===== src/rtl/effect_ctrl_pkg.sv =====
// Shared state encoding, select constants and defaults for the effect sequencer
// and the effect_module wrapper that instantiates it.
package effect_ctrl_pkg;

    localparam int D_WIDTH_DEFAULT = 16;
    localparam int SEL_W           = 2;

    localparam logic [SEL_W-1:0] FX_BYPASS = 2'd0;

    typedef enum logic [2:0] {
        IDLE,
        READ,
        DISPATCH,
        WAIT_FX,
        OUTPUT
    } state_e;

    // Selections naming a core that does not exist fall back to bypass.
    function automatic logic [SEL_W-1:0] sanitize_sel(input logic [SEL_W-1:0] sw_v,
                                                      input int              n_fx);
        return (int'(sw_v) > n_fx) ? FX_BYPASS : sw_v;
    endfunction

endpackage


===== src/rtl/fx_watchdog.sv =====
// Cycle counter guarding an effect core; expired_o is high while the count sits
// at TIMEOUT-1, i.e. on the TIMEOUT-th enabled cycle after a clear.
module fx_watchdog #(
    parameter int TIMEOUT = 256
) (
    input  logic clk,
    input  logic reset,
    input  logic clear_i,
    input  logic enable_i,
    output logic expired_o
);

    localparam int CNT_W = $clog2(TIMEOUT) + 1;

    logic [CNT_W-1:0] count_q;
    logic [CNT_W-1:0] count_d;

    always_comb begin
        count_d = count_q;
        if (clear_i) begin
            count_d = '0;
        end else if (enable_i) begin
            count_d = count_q + CNT_W'(1);
        end
    end

    always_ff @(posedge clk) begin
        if (reset) begin
            count_q <= '0;
        end else begin
            count_q <= count_d;
        end
    end

    assign expired_o = (count_q == CNT_W'(TIMEOUT - 1));

endmodule


===== src/rtl/effect_sequencer.sv =====
// Moves one sample at a time from the source, through the selected effect core
// (or straight through on bypass), to the sink; every output is a register.
module effect_sequencer
    import effect_ctrl_pkg::*;
#(
    parameter int d_width = D_WIDTH_DEFAULT,
    parameter int N_FX    = 3,
    parameter int TIMEOUT = 256
) (
    input  logic                    clk,
    input  logic                    reset,
    input  logic [SEL_W-1:0]        sw,
    input  logic                    i_data_ready,
    input  logic [d_width-1:0]      i_data,
    output logic                    o_read_enable,
    input  logic                    i_read_done,
    output logic [d_width-1:0]      fx_o_data,
    output logic [N_FX-1:0]         fx_o_start,
    input  logic [N_FX-1:0]         fx_i_done,
    input  logic [N_FX*d_width-1:0] fx_i_data,
    output logic [d_width-1:0]      o_data,
    output logic                    o_data_valid,
    input  logic                    i_out_ready,
    output logic [SEL_W-1:0]        o_active_fx,
    output logic                    o_timeout
);

    state_e               state_q,   state_d;
    logic [SEL_W-1:0]     sel_q,     sel_d;
    logic [d_width-1:0]   sample_q,  sample_d;
    logic [d_width-1:0]   result_q,  result_d;
    logic                 valid_q,   valid_d;
    logic                 rd_en_q,   rd_en_d;
    logic [N_FX-1:0]      start_q,   start_d;
    logic                 timeout_q, timeout_d;

    logic                 wd_clear;
    logic                 wd_enable;
    logic                 wd_expired;

    logic                 sel_done;
    logic [d_width-1:0]   sel_result;
    logic [N_FX-1:0]      sel_onehot;

    fx_watchdog #(
        .TIMEOUT (TIMEOUT)
    ) u_watchdog (
        .clk       (clk),
        .reset     (reset),
        .clear_i   (wd_clear),
        .enable_i  (wd_enable),
        .expired_o (wd_expired)
    );

    // Only the latched core is looked at; done pulses from the others never reach the FSM.
    always_comb begin
        sel_done   = 1'b0;
        sel_result = '0;
        sel_onehot = '0;
        for (int k = 0; k < N_FX; k++) begin
            if (int'(sel_q) == k + 1) begin
                sel_done      = fx_i_done[k];
                sel_result    = fx_i_data[k*d_width +: d_width];
                sel_onehot[k] = 1'b1;
            end
        end
    end

    // NOTE: every _d starts from its _q (or a constant) so no branch can infer a latch.
    always_comb begin
        state_d   = state_q;
        sel_d     = sel_q;
        sample_d  = sample_q;
        result_d  = result_q;
        valid_d   = valid_q;
        rd_en_d   = rd_en_q;
        start_d   = '0;
        timeout_d = timeout_q;
        wd_clear  = 1'b0;
        wd_enable = 1'b0;

        case (state_q)
            IDLE: begin
                if (i_data_ready) begin
                    sel_d   = sanitize_sel(sw, N_FX);
                    rd_en_d = 1'b1;
                    state_d = READ;
                end
            end

            READ: begin
                if (i_read_done) begin
                    rd_en_d  = 1'b0;
                    sample_d = i_data;
                    if (sel_q == FX_BYPASS) begin
                        result_d = i_data;
                        valid_d  = 1'b1;
                        state_d  = OUTPUT;
                    end else begin
                        start_d = sel_onehot;
                        state_d = DISPATCH;
                    end
                end
            end

            DISPATCH: begin
                wd_clear = 1'b1;
                state_d  = WAIT_FX;
            end

            WAIT_FX: begin
                wd_enable = 1'b1;
                // A result landing on the last allowed cycle still beats the watchdog.
                if (sel_done) begin
                    result_d = sel_result;
                    valid_d  = 1'b1;
                    state_d  = OUTPUT;
                end else if (wd_expired) begin
                    result_d  = sample_q;
                    valid_d   = 1'b1;
                    timeout_d = 1'b1;
                    state_d   = OUTPUT;
                end
            end

            OUTPUT: begin
                if (i_out_ready) begin
                    valid_d = 1'b0;
                    state_d = IDLE;
                end
            end

            default: begin
                state_d = IDLE;
            end
        endcase
    end

    // NOTE: sequential state uses non-blocking assignments only; reset clears every register.
    always_ff @(posedge clk) begin
        if (reset) begin
            state_q   <= IDLE;
            sel_q     <= FX_BYPASS;
            sample_q  <= '0;
            result_q  <= '0;
            valid_q   <= 1'b0;
            rd_en_q   <= 1'b0;
            start_q   <= '0;
            timeout_q <= 1'b0;
        end else begin
            state_q   <= state_d;
            sel_q     <= sel_d;
            sample_q  <= sample_d;
            result_q  <= result_d;
            valid_q   <= valid_d;
            rd_en_q   <= rd_en_d;
            start_q   <= start_d;
            timeout_q <= timeout_d;
        end
    end

    assign o_read_enable = rd_en_q;
    assign fx_o_data     = sample_q;
    assign fx_o_start    = start_q;
    assign o_data        = result_q;
    assign o_data_valid  = valid_q;
    assign o_active_fx   = sel_q;
    assign o_timeout     = timeout_q;

endmodule


===== config.mk =====
export PLATFORM = sky130hd
export DESIGN_NAME = effect_sequencer
export DESIGN_NICKNAME = d
export VERILOG_FILES = /design/src/rtl/effect_ctrl_pkg.sv /design/src/rtl/fx_watchdog.sv /design/src/rtl/effect_sequencer.sv
export SDC_FILE = /design/constraint.sdc
export NUM_CORES = 1
export LEC_CHECK = 0
export ABC_AREA = 1
export CELL_PAD_IN_SITES_DETAIL_PLACEMENT = 0
export CELL_PAD_IN_SITES_GLOBAL_PLACEMENT = 1
export CORE_UTILIZATION = 32
export DETAILED_ROUTE_END_ITERATION = 6
export GPL_TIMING_DRIVEN = 1
export PLACE_DENSITY = 0.91
export SLEW_MARGIN = 10
export SYNTH_ARGS = -nofsm -noshare
export SYNTH_HDL_FRONTEND = slang
export SYNTH_SLANG_ARGS = --single-unit

===== constraint.sdc =====
create_clock -name clk -period 3.8 [get_ports clk]
set_input_delay 0.38 -clock clk [delete_from_list [all_inputs] [get_ports clk]]
set_output_delay 0.38 -clock clk [all_outputs]
set_load 0.02 [all_outputs]

==> summary.md, run 1 <==
| Metric | Value |
|---|---|
| CTS root buf | clkbuf_8 |
| RSZ-0062 raised after global routing | false |
| Register area | 0.00104 sq mm |
| Clk_skew | 0.0114 ns |
| Pwr dens | roughly 550 mW/mm^2 |
| Post-CTS Setup Inserts | 0 |
| Area of the multi-input gates | between 0.0015 and 0.002 sq mm |
| CP Depth | 8 |
| Worst path required time | approximately 4.0 ns |
| Setup TNS | 0 ns |
| Die extent in y | just under 100 microns |
| DR DRC count | 11 |
| Routed WL | between 9000 and 10000 microns |
| Gr ovfl total | 0 |
| Yosys top cell by area | dfxtp_1 |
| # nets final | ~660 |
| Net Switching | just over 1 mW |
| Max VDD drop | between 0.15 and 0.2 mV |
| Tcrit/Tclk final | 0.643 |
| Via density | 4.87 |
| Fin. max-slew vios | 0 |
| Commonest non-fill, non-tap cells in the layout | 114 x nand2_1, 113 x clkdlybuf4s50_1, 102 x nor2_1, 54 x nand3_1, 52 x dfxtp_1 |
| Internal power | approximately 1.3 mW |
| Die ar. | approximately 0.0097 sq mm |
| Gr usage total | 0.201 |
| Worst Max-Slew Pin Slew | 1.07 ns |
| Tmin final | roughly 2.4 ns |
| Pleak | between 1.5 and 2 nW |
| Vias | roughly 3400 |
| Post-Place Cells | roughly 700 |
| Initial antenna violation count | 0 |
| IO Port Bufs | between 100 and 150 |
| Slew headroom | 0.289 |
| Worst min path class | reg -> reg |
| Area growth syn-to-layout | 43.2% |
| Core Area | 0.00885 sq mm |
| Slowest-stage cell, CP | dfxtp_1 |
| Status | finished, violations left |
| First-pass GRT wire length | 15500 microns |
| Reg clk slew, reported paths | about 0.10 ns |
| Cell mode on critical path | nor2_1 |
| Fmax | 410 MHz |
| Share of layout cells above drive strength 1 | 0.0740 |
| I/O Pins | between 100 and 150 |
| Setup violations, final | 0 |
| Row cnt | 34 |
| Pwr Total | ~2.4 mW |
| CTS sink cnt | 52 |
| 1st-pass router iterations | 7 |
| Failing checks | DRC |
| CP arrival | between 2 and 3 ns |
| Gates resized, CTS repair | 0 |
| Synth Register Bits | 52 |
| Sequential power share | 0.331 |
| Register area share after synthesis | 0.351 |
| 1st-iter DRT viols | between 150 and 200 |
| Fillers | a little over 900 |
| Avg Cell Area, Syn | ~6.2 sq um |
| Final HPWL DP | a little over 7000 microns |
| Wire per inst | between 10 and 15 microns |
| Largest net degree at the start of global routing | 38 |
| Mapped Nets | 553 |
| WHS Path Cells | 1 |
| H-tree levels | 2 |
| Util after Layout | 0.481 |
| Comb pwr share | 0.523 |
| Synth warnings | 0 |
| Starting Density | 0.336 |
| Crit path cell chain | buf_4 > nor2_1 > nand2_2 > nand3_2 > nand2_1 > nand3_1 > a21oi_1 > nor2_1 |
| Inserted Clock Buffers | 5 |
| Final hold vios | 0 |
| Post-synthesis cell type count | 30 |
| Crit path max-delay family | simple AND/OR/NAND/NOR gates |
| Placed Area | just over 0.004 sq mm |
| Max stage delay on crit path | roughly 0.75 ns |
| Cells after Synth | ~480 |
| Mapped cell area | 0.00297 sq mm |
| Final Cell Area | between 0.004 and 0.005 sq mm |
| Post-synth top area share | 0.351 |
| Worst-path fanout max | 19 |
| Worst skew pair latency | around 0.32 ns |
| R2R depth | 8 |
| Post-route ant nets | 0 |
| Placer Congestion | 0.828 |
| CTS Hold Bufs | 0 |
| Clock group share of total power | 0.146 |
| Nature of the critical path startpoint | flop |
| Crit Path Class | reg -> reg |
| Post-Layout Cell Count | approximately 690 |
| Clock Tree Buf Depth | 2 |
| Crit path buf inv count | 1 |
| Critical Path End Type | flop |
| # Max-Cap Violations | 0 |
| Most common cell after layout, fill and taps aside | nand2_1 |
| Die width | between 90 and 100 microns |
| Diode count | 0 |
| Largest cells by area after synthesis | dfxtp_1 35%, nand2_1 14%, nor2_1 13%, nand3_1 9.1%, inv_1 4.7% |
| CTS tree | yes |
| Switching Fraction | 0.434 |
| Via count of the first global-routing pass | 3303 |
==> layout make-up <==
cell class	count	area share
Sequential cell	52	0.245
Inverter	42	0.0371
Multi-Input combinational cell	360	0.387
Timing Repair Buffer	119	0.277
Tap cell	108	0.0318
Clock buffer	6	0.0194
Clock inverter	2	0.00353
==> stage by stage <==
step / hold WS (ns) / setup WS, ns
2_1_floorplan: 0.441 / 2.17
3_3_place_gp: 0.447 / 1.48
3_5_place_dp: 0.457 / 1.39
4_1_cts: 0.482 / 1.35
5_1_grt: 0.514 / 1.07
6_report: 0.480 / 1.36
==> Yosys cell counts (all sizes together) <==
cell type / n
nand2: 117
nor2: 106
nand3: 58
dfxtp: 52
inv: 41
o21ai: 23
a21oi: 21
buf: 14
or2: 14
clkbuf: 9
nand4: 9
nor3: 4
ha: 2
a211oi: 1
a31oi: 1
and3: 1
clkinv: 1
nand3b: 1
nor4: 1
o21a: 1
==> power by group through the flow <==
stage	logic (mW)	registers, mW	clock network (mW)
detailed placement	1.24	0.795	0
global route	1.37	0.802	0.378
CTS	1.24	0.783	0.350
floorplan	0.668	0.911	0
finish	1.23	0.780	0.343
global placement	1.22	0.791	0
==> path summary, 6_finish.rpt <==
kind,start,endpoint,slack [ns]
max,o_active_fx[1],o_data[15],1.36
min reg2reg,u_watchdog.count_q[6],u_watchdog.count_q[6],0.48
min,u_watchdog.count_q[6],u_watchdog.count_q[6],0.48
max reg2reg,o_active_fx[1],o_data[15],1.36
==> registers in the layout, indices dropped and copies added (netlist names) <==
| name | count |
|---|---|
| fx_o_data | 16 |
| fx_o_start | 3 |
| o_active_fx | 2 |
| o_data | 16 |
| o_data_valid | 1 |
| o_read_enable | 1 |
| o_timeout | 1 |
| state_q | 3 |
| u_watchdog.count_q | 9 |
==> metal layers <==
metal  share of wire  track usage  up-vias
met1            0.43        0.239     1509
met4           0.039       0.0953        0
met5               0            0        -
met3           0.066       0.0365       24
li1                -            -     1717
met2            0.46        0.349      108
==> kinds of logic after synthesis <==
logic type                 Yosys count  synth area share
and+or+nand+nor                    311             0.464
AOI/OAI and AO/OA                   47            0.0813
buffers and inverters               65            0.0952
adders and majority gates            2           0.00843
DFF                                 52             0.351
Note: power is estimated with default switching activity, not from simulation.
==> inputs of run 2 (changes only) <==
--- a/config.mk
+++ b/config.mk
@@ -8,10 +8,10 @@
 export ABC_AREA = 1
 export CELL_PAD_IN_SITES_DETAIL_PLACEMENT = 0
 export CELL_PAD_IN_SITES_GLOBAL_PLACEMENT = 1
-export CORE_UTILIZATION = 32
+export CORE_UTILIZATION = 29
 export DETAILED_ROUTE_END_ITERATION = 6
 export GPL_TIMING_DRIVEN = 1
-export PLACE_DENSITY = 0.91
+export PLACE_DENSITY = 0.84
 export SLEW_MARGIN = 10
 export SYNTH_ARGS = -nofsm -noshare
 export SYNTH_HDL_FRONTEND = slang
==> constraint.sdc (replaced) <==
create_clock -name clk -period 2.6 [get_ports clk]
set_input_delay 0.26 -clock clk [delete_from_list [all_inputs] [get_ports clk]]
set_output_delay 0.26 -clock clk [all_outputs]
set_load 0.02 [all_outputs]
==> summary.md, run 2 (synthesized netlist as in run 1, its figures left out) <==
| Metric | Value |
|---|---|
| Crit Path Class | reg -> reg |
| DR DRC count | 0 (-11) |
| Inserted Clock Buffers | 5 (unchanged) |
| Largest net degree at the start of global routing | 38 (unchanged) |
| Row cnt | 36 (+5.9%) |
| Post-route ant nets | 0 (unchanged) |
| Final HPWL DP | 7070 microns (-1.3%) |
| Die extent in y | 103 microns (+4.9%) |
| Pwr dens | 800 mW/mm^2 (+45%) |
| Die width | 103 microns (+4.9%) |
| RSZ-0062 raised after global routing | false |
| Gr usage total | 0.180 (-0.0209) |
| Clock Tree Buf Depth | 2 (unchanged) |
| Setup TNS | 0 ns (unchanged) |
| Gr ovfl total | 0 (unchanged) |
| Status | finished clean |
| Final Cell Area | 0.00430 sq mm (+1.1%) |
| Fillers | 1019 (+11%) |
| CTS Hold Bufs | 0 (unchanged) |
| CP arrival | 2.14 ns (-0.50 ns) |
| # Max-Cap Violations | 0 (unchanged) |
| Most common cell after layout, fill and taps aside | nand2_1 |
| Worst-path fanout max | 33 (+14) |
| Vias | 3297 (-1.8%) |
| Die ar. | 0.0106 sq mm (+10%) |
| Pwr Total | 3.44 mW (+46%) |
| Max VDD drop | 0.327 mV (+90%) |
| 1st-iter DRT viols | 116 (-24%) |
| Pleak | 1.80 nW (+0.74%) |
| IO Port Bufs | 113 (unchanged) |
| Core Area | 0.00986 sq mm (+11%) |
| Post-CTS Setup Inserts | 0 (unchanged) |
| Starting Density | 0.301 (-0.0346) |
| # nets final | 658 (+0.30%) |
| CTS sink cnt | 52 (unchanged) |
| Worst Max-Slew Pin Slew | 0.473 ns (-0.592 ns) |
| CTS root buf | clkbuf_8 |
| Worst skew pair latency | 0.32 ns (about the same) |
| CTS tree | yes |
| Wire per inst | 13.0 microns (-5.7%) |
| I/O Pins | 114 (unchanged) |
| Area growth syn-to-layout | 44.8% |
| H-tree levels | 2 (unchanged) |
| Reg clk slew, reported paths | 0.10 ns (about the same) |
| Gates resized, CTS repair | 0 (unchanged) |
| Clk_skew | 0.0113 ns (-0.0000962 ns) |
| Initial antenna violation count | 0 (unchanged) |
| Via density | 4.60 (-5.5%) |
| Critical Path End Type | flop |
| Commonest non-fill, non-tap cells in the layout | 114 x nand2_1, 113 x clkdlybuf4s50_1, 102 x nor2_1, 54 x nand3_1, 52 x dfxtp_1 |
| Setup violations, final | 0 (unchanged) |
| Fin. max-slew vios | 0 (unchanged) |
| Final hold vios | 0 (unchanged) |
| Hold WS | 0.490 ns (+0.0106 ns) |
| 1st-pass router iterations | 4 (-3) |
| Nature of the critical path startpoint | flop |
| Placer Congestion | 0.800 (-3.4%) |
| Slew headroom | 0.684 (+0.395) |
| Worst path required time | 2.81 ns (-1.19 ns) |
| Tcrit/Tclk final | 0.742 (+0.0997) |
| Worst min path class | reg -> reg |
| First-pass GRT wire length | 14800 microns (-4.3%) |
| Via count of the first global-routing pass | 3138 (-5.0%) |
| Placed Area | 0.00420 sq mm (+1.1%) |
| Diode count | 0 (unchanged) |
| Share of layout cells above drive strength 1 | 0.0772 (+0.00318) |
| Tmin final | 1.93 ns (-0.512 ns) |
| Routed WL | 9320 microns (-2.0%) |
| Fmax | 518 MHz (+27%) |
==> run 2: final timing paths <==
check                   startpoint                    end  slack (ns)  cells after the start
min reg2reg  u_watchdog.count_q[6]  u_watchdog.count_q[6]        0.49                      1
max reg2reg  u_watchdog.count_q[1]             o_data[15]        0.67                      9
min          u_watchdog.count_q[6]  u_watchdog.count_q[6]        0.49                      1
max          u_watchdog.count_q[1]             o_data[15]        0.67                      9
==> run 2: final cells by class <==
cell class / count / area, sq um / share of cell area
multi-input cells: 360 / 1650 / 0.383
repair buffers: 121 / 1190 / 0.277
flip-flops and latches: 52 / 1040 / 0.242
well taps: 133 / 166 / 0.0387
inverters: 42 / 158 / 0.0367
clock buffers: 5 / 68.8 / 0.0160
clock inverters: 3 / 27.5 / 0.00640
==> run 2: metal layers <==
layer	global-route usage	vias up	wire (microns)
li1	-	1723	-
met1	0.214	1481	4080
met2	0.335	83	4590
met3	0.0316	10	525
met4	0.0433	0	116
met5	0	-	0
==> run 2: per-stage QoR <==
stage,cells,utilization,worst slack (ns)
floorplan,477,-,0.966
global placement,708,0.426,0.737
detailed placement,708,0.426,0.674
CTS,716,0.436,0.665
global route,716,0.436,0.394
finish,716,0.436,0.670
==> run 2: power breakdown <==
group	total (mW)	leakage [nW]	switching (mW)	internal [mW]
clock	0.503	0.0463	0.304	0.199
sequential	1.15	0.424	0.153	0.994
combinational	1.79	1.33	1.04	0.746
total	3.44	1.80	1.50	1.94
==> run 2: critical path, cell delays in order (launching register included) <==
cell and delay, ns:
dfxtp_1 0.36, ha_1 0.20, nand3_1 0.09, nor4_1 0.27, ha_1 0.23, inv_1 0.07, nand3_4 0.12, nand2_4 0.21
a21oi_1 0.23, nor2_1 0.05
==> inputs of run 3 (changes only) <==
==> constraint.sdc (replaced) <==
create_clock -name clk -period 1.9 [get_ports clk]
set_input_delay 0.19 -clock clk [delete_from_list [all_inputs] [get_ports clk]]
set_output_delay 0.19 -clock clk [all_outputs]
set_load 0.02 [all_outputs]
==> summary.md, run 3 (synthesized netlist as in run 1, its figures left out) <==
| Metric | Value |
|---|---|
| IO Port Bufs | 113 (unchanged) |
| Diode count | 0 (unchanged) |
| Tcrit/Tclk final | 0.931 (+0.188) |
| Die extent in y | 103 microns (unchanged) |
| CTS sink cnt | 52 (unchanged) |
| Register-to-register setup slack | 0.13 ns (-0.54 ns) |
| Worst-path fanout max | 8 (-76%) |
| Clk_skew | 0.0123 ns (+0.00107 ns) |
| 1st-iter DRT viols | 192 (+66%) |
| Worst R2R End | o_data[0] |
| CP Depth | 11 (+2) |
| Largest net degree at the start of global routing | 40 (+5.3%) |
| Tmin final | 1.77 ns (-0.162 ns) |
| Hold Crit Endpoint | fx_o_data[15] |
| Row cnt | 36 (unchanged) |
| Most common cell after layout, fill and taps aside | clkdlybuf4s50_1 |
| Area growth syn-to-layout | 55.4% |
| Cell mode on critical path | nand2_1 |
| Slowest-stage cell, CP | dfxtp_2 |
| Setup TNS | 0 ns (unchanged) |
| Fmax | 566 MHz (+9.2%) |
| CTS root buf | clkbuf_8 |
| Via count of the first global-routing pass | 3184 (+1.5%) |
| Placer Congestion | 0.856 (+7.0%) |
| Fin. max-slew vios | 0 (unchanged) |
| Die ar. | 0.0106 sq mm (unchanged) |
| Clock Tree Buf Depth | 2 (unchanged) |
| Status | finished clean |
| Final HPWL DP | 7200 microns (+1.9%) |
| Gr ovfl total | 0 (unchanged) |
| R2R depth | 11 (+2) |
| Nature of the critical path startpoint | flop |
| Inserted Clock Buffers | 5 (unchanged) |
| Setup ws final | 0.132 ns (-0.538 ns) |
| # Max-Cap Violations | 0 (unchanged) |
| Die width | 103 microns (unchanged) |
| WHS Path Cells | 3 (+2) |
| DR DRC count | 0 (unchanged) |
| I/O Pins | 114 (unchanged) |
| CTS tree | yes |
| # nets final | 671 (+2.0%) |
| Via density | 4.74 (+2.8%) |
| Share of layout cells above drive strength 1 | 0.133 (+0.0554) |
| 1st-pass router iterations | 4 (unchanged) |
| Crit path max-delay family | simple AND/OR/NAND/NOR gates |
| CP arrival | 2.02 ns (-0.12 ns) |
| Setup WS pre-CTS | 0.0910 ns (-0.583 ns) |
| Starting Density | 0.301 (unchanged) |
| Reg2reg start | u_watchdog.count_q[0] |
| Max VDD drop | 0.445 mV (+36%) |
| Worst Max-Slew Pin Slew | 0.536 ns (+0.0634 ns) |
| Core Area | 0.00986 sq mm (unchanged) |
| Max stage delay on crit path | 0.36 ns (about the same) |
| Routed WL | 10200 microns (+9.1%) |
| First-pass GRT wire length | 15400 microns (+4.0%) |
| Vias | 3452 (+4.7%) |
| Crit path cell chain | ha_4 > nand3_2 > nor4_4 > ha_2 > inv_2 > nand3_4 > buf_4 > nand2_8 > nand2_1 > nand2_1 > nor2_1 |
| Worst skew pair latency | 0.31 ns (about the same) |
| Gr usage total | 0.188 (+0.00763) |
| Pwr dens | 1160 mW/mm^2 (+45%) |
| Commonest non-fill, non-tap cells in the layout | 113 x clkdlybuf4s50_1, 108 x nand2_1, 99 x nor2_1, 53 x nand3_1, 50 x dfxtp_1 |
| Crit path buf inv count | 2 (+1) |
| Wire per inst | 13.9 microns (+7.1%) |
| Post-route ant nets | 0 (unchanged) |
| Slew headroom | 0.642 (-0.0423) |
| Initial antenna violation count | 0 (unchanged) |
| Worst min path class | in -> reg |
| Setup violations, final | 0 (unchanged) |
| Pleak | 1.91 nW (+6.1%) |
| H-tree levels | 2 (unchanged) |
| Reg clk slew, reported paths | 0.10 ns (about the same) |
| Worst hold path startpoint | i_data[15] |
| Fillers | 1000 (-1.9%) |
| Worst path required time | 2.15 ns (-0.66 ns) |
| RSZ-0062 raised after global routing | true |
| Critical Path End Type | flop |
| Crit Path Class | reg -> reg |
| Final hold vios | 0 (unchanged) |
## run 3: final cells by class
| class | count | area, sq um | area share |
|---|---|---|---|
| Clock buffer | 5 | 68.8 | 0.0149 |
| Clock inverter | 3 | 68.8 | 0.0149 |
| Inverter | 42 | 160 | 0.0347 |
| Multi-Input combinational cell | 364 | 1820 | 0.395 |
| Sequential cell | 52 | 1050 | 0.227 |
| Tap cell | 133 | 166 | 0.0361 |
| Timing Repair Buffer | 130 | 1280 | 0.278 |
## run 3: worst max path at each step
stage	from	end
after detailed placement	u_watchdog.count_q[1]	o_data[10]
after floorplan	o_active_fx[0]	o_data[12]
after global routing	u_watchdog.count_q[1]	o_data_valid
final	u_watchdog.count_q[0]	o_data[0]
after CTS	u_watchdog.count_q[1]	o_data[10]
after global placement	fx_i_done[1]	o_data[3]
## run 3: what timing repair did
item                                    CTS  global route
endpoints found under the setup margin    0            18
resized for setup                         0            34
buffers inserted                          0             4
hold buffers                              0             0
## run 3: where the power goes
part           switching, mW  internal (mW)
combinational           1.66           1.19
clock                  0.400          0.531
sequential             0.206           1.36
total                   2.27           3.08
## run 3: per-layer routing
metal / vias to the layer above / global-route usage / part of all wire
met2: 120 / 0.331 / 0.49
met5: - / 0 / 0
met1: 1567 / 0.236 / 0.44
li1: 1753 / - / -
met4: 0 / 0.0585 / 0.019
met3: 12 / 0.0289 / 0.057
## run 3: per-stage QoR
stage / hold WS [ns] / instance area (sq um) / util / power (mW) / instances
after global routing: 0.475 / 4610 / 0.468 / 5.75 / 729
after detailed placement: 0.444 / 4250 / 0.431 / 4.13 / 713
after floorplan: 0.259 / 2970 / - / 3.16 / 477
final: 0.458 / 4610 / 0.468 / 5.35 / 729
after CTS: 0.447 / 4390 / 0.445 / 5.06 / 721
after global placement: 0.447 / 4250 / 0.431 / 4.08 / 713
## run 3: worst min-delay path, delay by kind of cell
family | cells | cell delay (ns)
buf+inv | 2 | 0.47
compound gates | 1 | 0.06
==> edit 1 (config.mk and constraints of run 1) <==
Re-encode `state_e` (5 states) as one-hot, 5 bits wide.
--- a/src/rtl/effect_ctrl_pkg.sv
+++ b/src/rtl/effect_ctrl_pkg.sv
@@ -7,12 +7,12 @@
 
     localparam logic [SEL_W-1:0] FX_BYPASS = 2'd0;
 
-    typedef enum logic [2:0] {
-        IDLE,
-        READ,
-        DISPATCH,
-        WAIT_FX,
-        OUTPUT
+    typedef enum logic [4:0] {
+        IDLE     = 5'b00001,
+        READ     = 5'b00010,
+        DISPATCH = 5'b00100,
+        WAIT_FX  = 5'b01000,
+        OUTPUT   = 5'b10000
     } state_e;
 
     // Selections naming a core that does not exist fall back to bypass.
Function: no difference found for any inputs over 10 cycles, from zero or initial values and one cycle with reset high; not proved beyond that.
==> edit 1 against run 1 <==
The flow still finishes with violations (design-rule violations); design area decreased by 3.0%; final cell count decreased by 3.2%; wire length decreased by 10%; sequential cell count increased by 2; via count decreased by 5.7%; count of clock-buffer cells in the layout unchanged; worst setup slack got worse by 190 ps; synthesized area decreased by 4.0%; critical endpoint is now fx_o_data[3].
Power is not compared: it rests on default switching activity, and its combinational part moved more than twofold at a synthesized area within 25%.
==> edit 1: results (changes against run 1) <==
[finish]
fill_cells=913  ; was 920
fin_nets=635  ; was 656
drive_above_1_share_pct=4.29  ; was 7.40%

[yosys]
synth-compound-area-share_pct=12.2  ; was 8.13%
synth.net_count=531  ; was 553
netlist_top_cells_area=dfxtp_1 38%, nand2_1 18%, nor2_1 8.8%  ; was dfxtp_1 35%, nand2_1 14%, nor2_1 13%
ys_types=29  ; was 30
ys_warn_count=0  ; unchanged
synthAdderAreaFrac_pct=0.878  ; was 0.843%
ys_seq_area_share_pct=37.9  ; was 35.1%

[route]
vias=3167  ; was 3358
wl_mm=8.52  ; was 9.51 mm
drtIter0Drc=254  ; was 153
drc=1  ; was 11

[placement]
place_congestion=0.867  ; was 0.828
dp_hpwl_mm=6.48  ; was 7.16 mm
place_ws_ps=1260  ; was 1390 ps
place_area_um2=4050  ; was 4160 µm²

[outcome]
violations=design-rule violations  ; unchanged
outcome=finished, violations left  ; unchanged

[setup_path]
crit_end=fx_o_data[3]  ; was o_data[15]
ff2ff_path_depth=6  ; was 8
cp-startpoint=state_q[3]  ; was o_active_fx[1]
cp.arrival_ps=2800  ; was 2640 ps
cp_slowest_cell=nor2_1  ; was dfxtp_1
r2r-start=state_q[3]  ; was o_active_fx[1]
max_stage_delay_ps=690  ; was 750 ps

[global_routing]
grt_pass1_wl_mm=13.4  ; was 15.5 mm
grt_pass1_vias=2828  ; was 3303
track_usage_pct=18.8  ; was 20.1%

[sta]
finalClockSkew_ps=8.00  ; was 11.4 ps
worst_hold_slack_ps=467  ; was 480 ps
fin_ws_ps=1170  ; was 1360 ps
tightest_slew_ps=803  ; was 1070 ps

[min_path]
hp-class=flip-flop to flip-flop  ; unchanged

[clocking]
clk_latency_ps=300  ; was 320 ps

[edit 1: changes by cell type after synthesis, sizes merged, moves of 4 or more]
cell,run 1,this run
a21oi,21,25
nand2,117,139
nand3,58,35
nand4,9,5
nor2,106,71
o21ai,23,39
or2,14,8
[edit 1: per-stage QoR]
stage,power (mW),std cells
6_report,1.23,667
5_1_grt,1.29,667
4_1_cts,1.24,667
3_5_place_dp,0.930,660
3_3_place_gp,0.927,660
2_1_floorplan,0.778,455
[edit 1: layout make-up]
class / count / area, µm² / share of cell area [%]
Multi-Input combinational cell: 337 / 1510 / 36.5
Timing Repair Buffer: 116 / 1150 / 28.0
Sequential cell: 54 / 1080 / 26.2
Inverter: 45 / 169 / 4.09
Tap cell: 108 / 135 / 3.28
Clock buffer: 6 / 72.6 / 1.76
Clock inverter: 1 / 7.51 / 0.182
[edit 1: cell families (layout without fill, tap and decap cells)]
logic type               count (synthesis)  after routing
adder cells (fa/ha/maj)                  2              2
AND/OR/NAND/NOR                        267            267
flip-flops                              54             54
AO/OA/AOI/OAI                           68             68
buffers and inverters                   64            168
[edit 1: metal layers]
layer | part of all wire (%) | track usage [%]
met1 | 47 | 24.8
met2 | 45 | 31.3
met3 | 6.7 | 3.83
met4 | 1.3 | 4.90
met5 | 0 | 0
[edit 1: how the worst min path moves through the flow]
| stage | depth (start not counted) | endpoint | from |
|---|---|---|---|
| finish | 2 | o_read_enable | o_read_enable |
| global route | 2 | fx_o_data[0] | fx_o_data[0] |
| CTS | 2 | fx_o_data[4] | fx_o_data[4] |
| detailed placement | 2 | fx_o_data[4] | fx_o_data[4] |
| global placement | 2 | fx_o_data[4] | fx_o_data[4] |
| floorplan | 2 | u_watchdog.count_q[4] | u_watchdog.count_q[4] |
==> edit 2 (flow settings as in run 1) <==
Without the edit above. The package constant `SEL_W` goes from 2 to 4.
--- a/src/rtl/effect_ctrl_pkg.sv
+++ b/src/rtl/effect_ctrl_pkg.sv
@@ -3,7 +3,7 @@
 package effect_ctrl_pkg;
 
     localparam int D_WIDTH_DEFAULT = 16;
-    localparam int SEL_W           = 2;
+    localparam int SEL_W           = 4;
 
     localparam logic [SEL_W-1:0] FX_BYPASS = 2'd0;
 
Interface: changed (resized o_active_fx and sw); port bits go from 114 to 118. The function was not compared with the original's and may differ.
==> edit 2 against run 1 <==
Design area grew 6.7%; synthesized area up 8.3%; wire length barely moved; largest cell class unchanged; worst setup slack better by 66 ps; sequential share of layout area shrank 0.65 points; synthesized cell count rose by 13%; sequential cell count is 2 higher; power up 2.8%; highest routed layer unchanged.
==> edit 2: results (changes against run 1) <==
[min_path]
whs_endpoint=o_read_enable  ; was u_watchdog.count_q[6]
min_delay_path_depth=2  ; was 1
hp-start=o_read_enable  ; was u_watchdog.count_q[6]

[yosys]
ys_seq_area_share_pct=33.6  ; was 35.1%
synthCells=541  ; was 477
netlist_top_cells_area=dfxtp_1 34%, nand2_1 22%, inv_1 10%  ; was dfxtp_1 35%, nand2_1 14%, nor2_1 13%
synth.net_count=619  ; was 553
synth-xor-area-share_pct=0.272  ; was 0%
synthTopCellsByCount=188 x nand2_1, 89 x inv_1, 58 x nand3_1, 54 x dfxtp_1, 44 x nor2_1  ; was 114 x nand2_1, 102 x nor2_1, 54 x nand3_1, 52 x dfxtp_1, 37 x inv_1
ys_types=32  ; was 30
synth-compound-area-share_pct=9.18  ; was 8.13%

[route]
wl_per_cell_um=12.3  ; was 13.8 µm
drt-vias-per-instance=4.58  ; was 4.87
firstDrtPassIters=5  ; was 7
drtIter0Drc=124  ; was 153

[global_routing]
grt_max_degree=34  ; was 38
grt_pass1_vias=3485  ; was 3303
track_usage_pct=18.5  ; was 20.1%
grt_pass1_wl_mm=15.4  ; was 15.5 mm

[pwr]
p_sw_share_pct=42.8  ; was 43.4%

[finish]
fin_nets=720  ; was 656
seq_share_pct=23.8  ; was 24.5%
num-nonclk-buffers=120  ; was 119
multi_input_gates=369  ; was 360
buf_share_pct=26.3  ; was 27.7%
multi_input_area_um2=1650  ; about the same
drive_above_1_share_pct=4.04  ; was 7.40%
fin_area_um2=4540  ; was 4250 µm²
inv_count=92  ; was 42

[setup_path]
cp.arrival_ps=2590  ; was 2640 ps
max_stage_delay_ps=840  ; was 750 ps
r2r-end=o_data[3]  ; was o_data[15]
critPathMaxFanout=33  ; was 19
ff2ff_path_depth=9  ; was 8

[sta]
finalClockSkew_ps=9.42  ; was 11.4 ps
slew_headroom_pct=36.8  ; was 28.9%

[placement]
place_area_um2=4440  ; was 4160 µm²
dp.cells=768  ; was 681
io_buffers=117  ; was 113
place_congestion=0.812  ; was 0.828

[outcome]
outcome=finished clean  ; was finished, violations left

[clocking]
cts_sinks=54  ; was 52

[die]
num_rows=36  ; was 34

==> edit 2: worst max-delay path, delay by kind of cell (launching register included) <==
| kind | cells | cell delay (ps) |
|---|---|---|
| DFF | 1 | 840 |
| and+or+nand+nor | 9 | 1420 |
==> edit 2: metal layers <==
metal  wire length (µm)  track usage (%)
met1               4180             21.2
met3                544             3.49
met5                  0                0
met2               4600             35.1
met4                187             4.51
==> edit 2: worst max-delay path by stage <==
stage                    from         end  slack (ps)  depth (start not counted)
2_1_floorplan  o_active_fx[1]   o_data[0]        2130                         11
6_report       o_active_fx[1]   o_data[3]        1420                          9
4_1_cts        o_active_fx[1]   o_data[3]        1420                          9
5_1_grt        o_active_fx[1]   o_data[1]        1120                          9
3_3_place_gp   o_active_fx[1]   o_data[7]        1510                          9
3_5_place_dp   o_active_fx[1]  o_data[13]        1430                          9
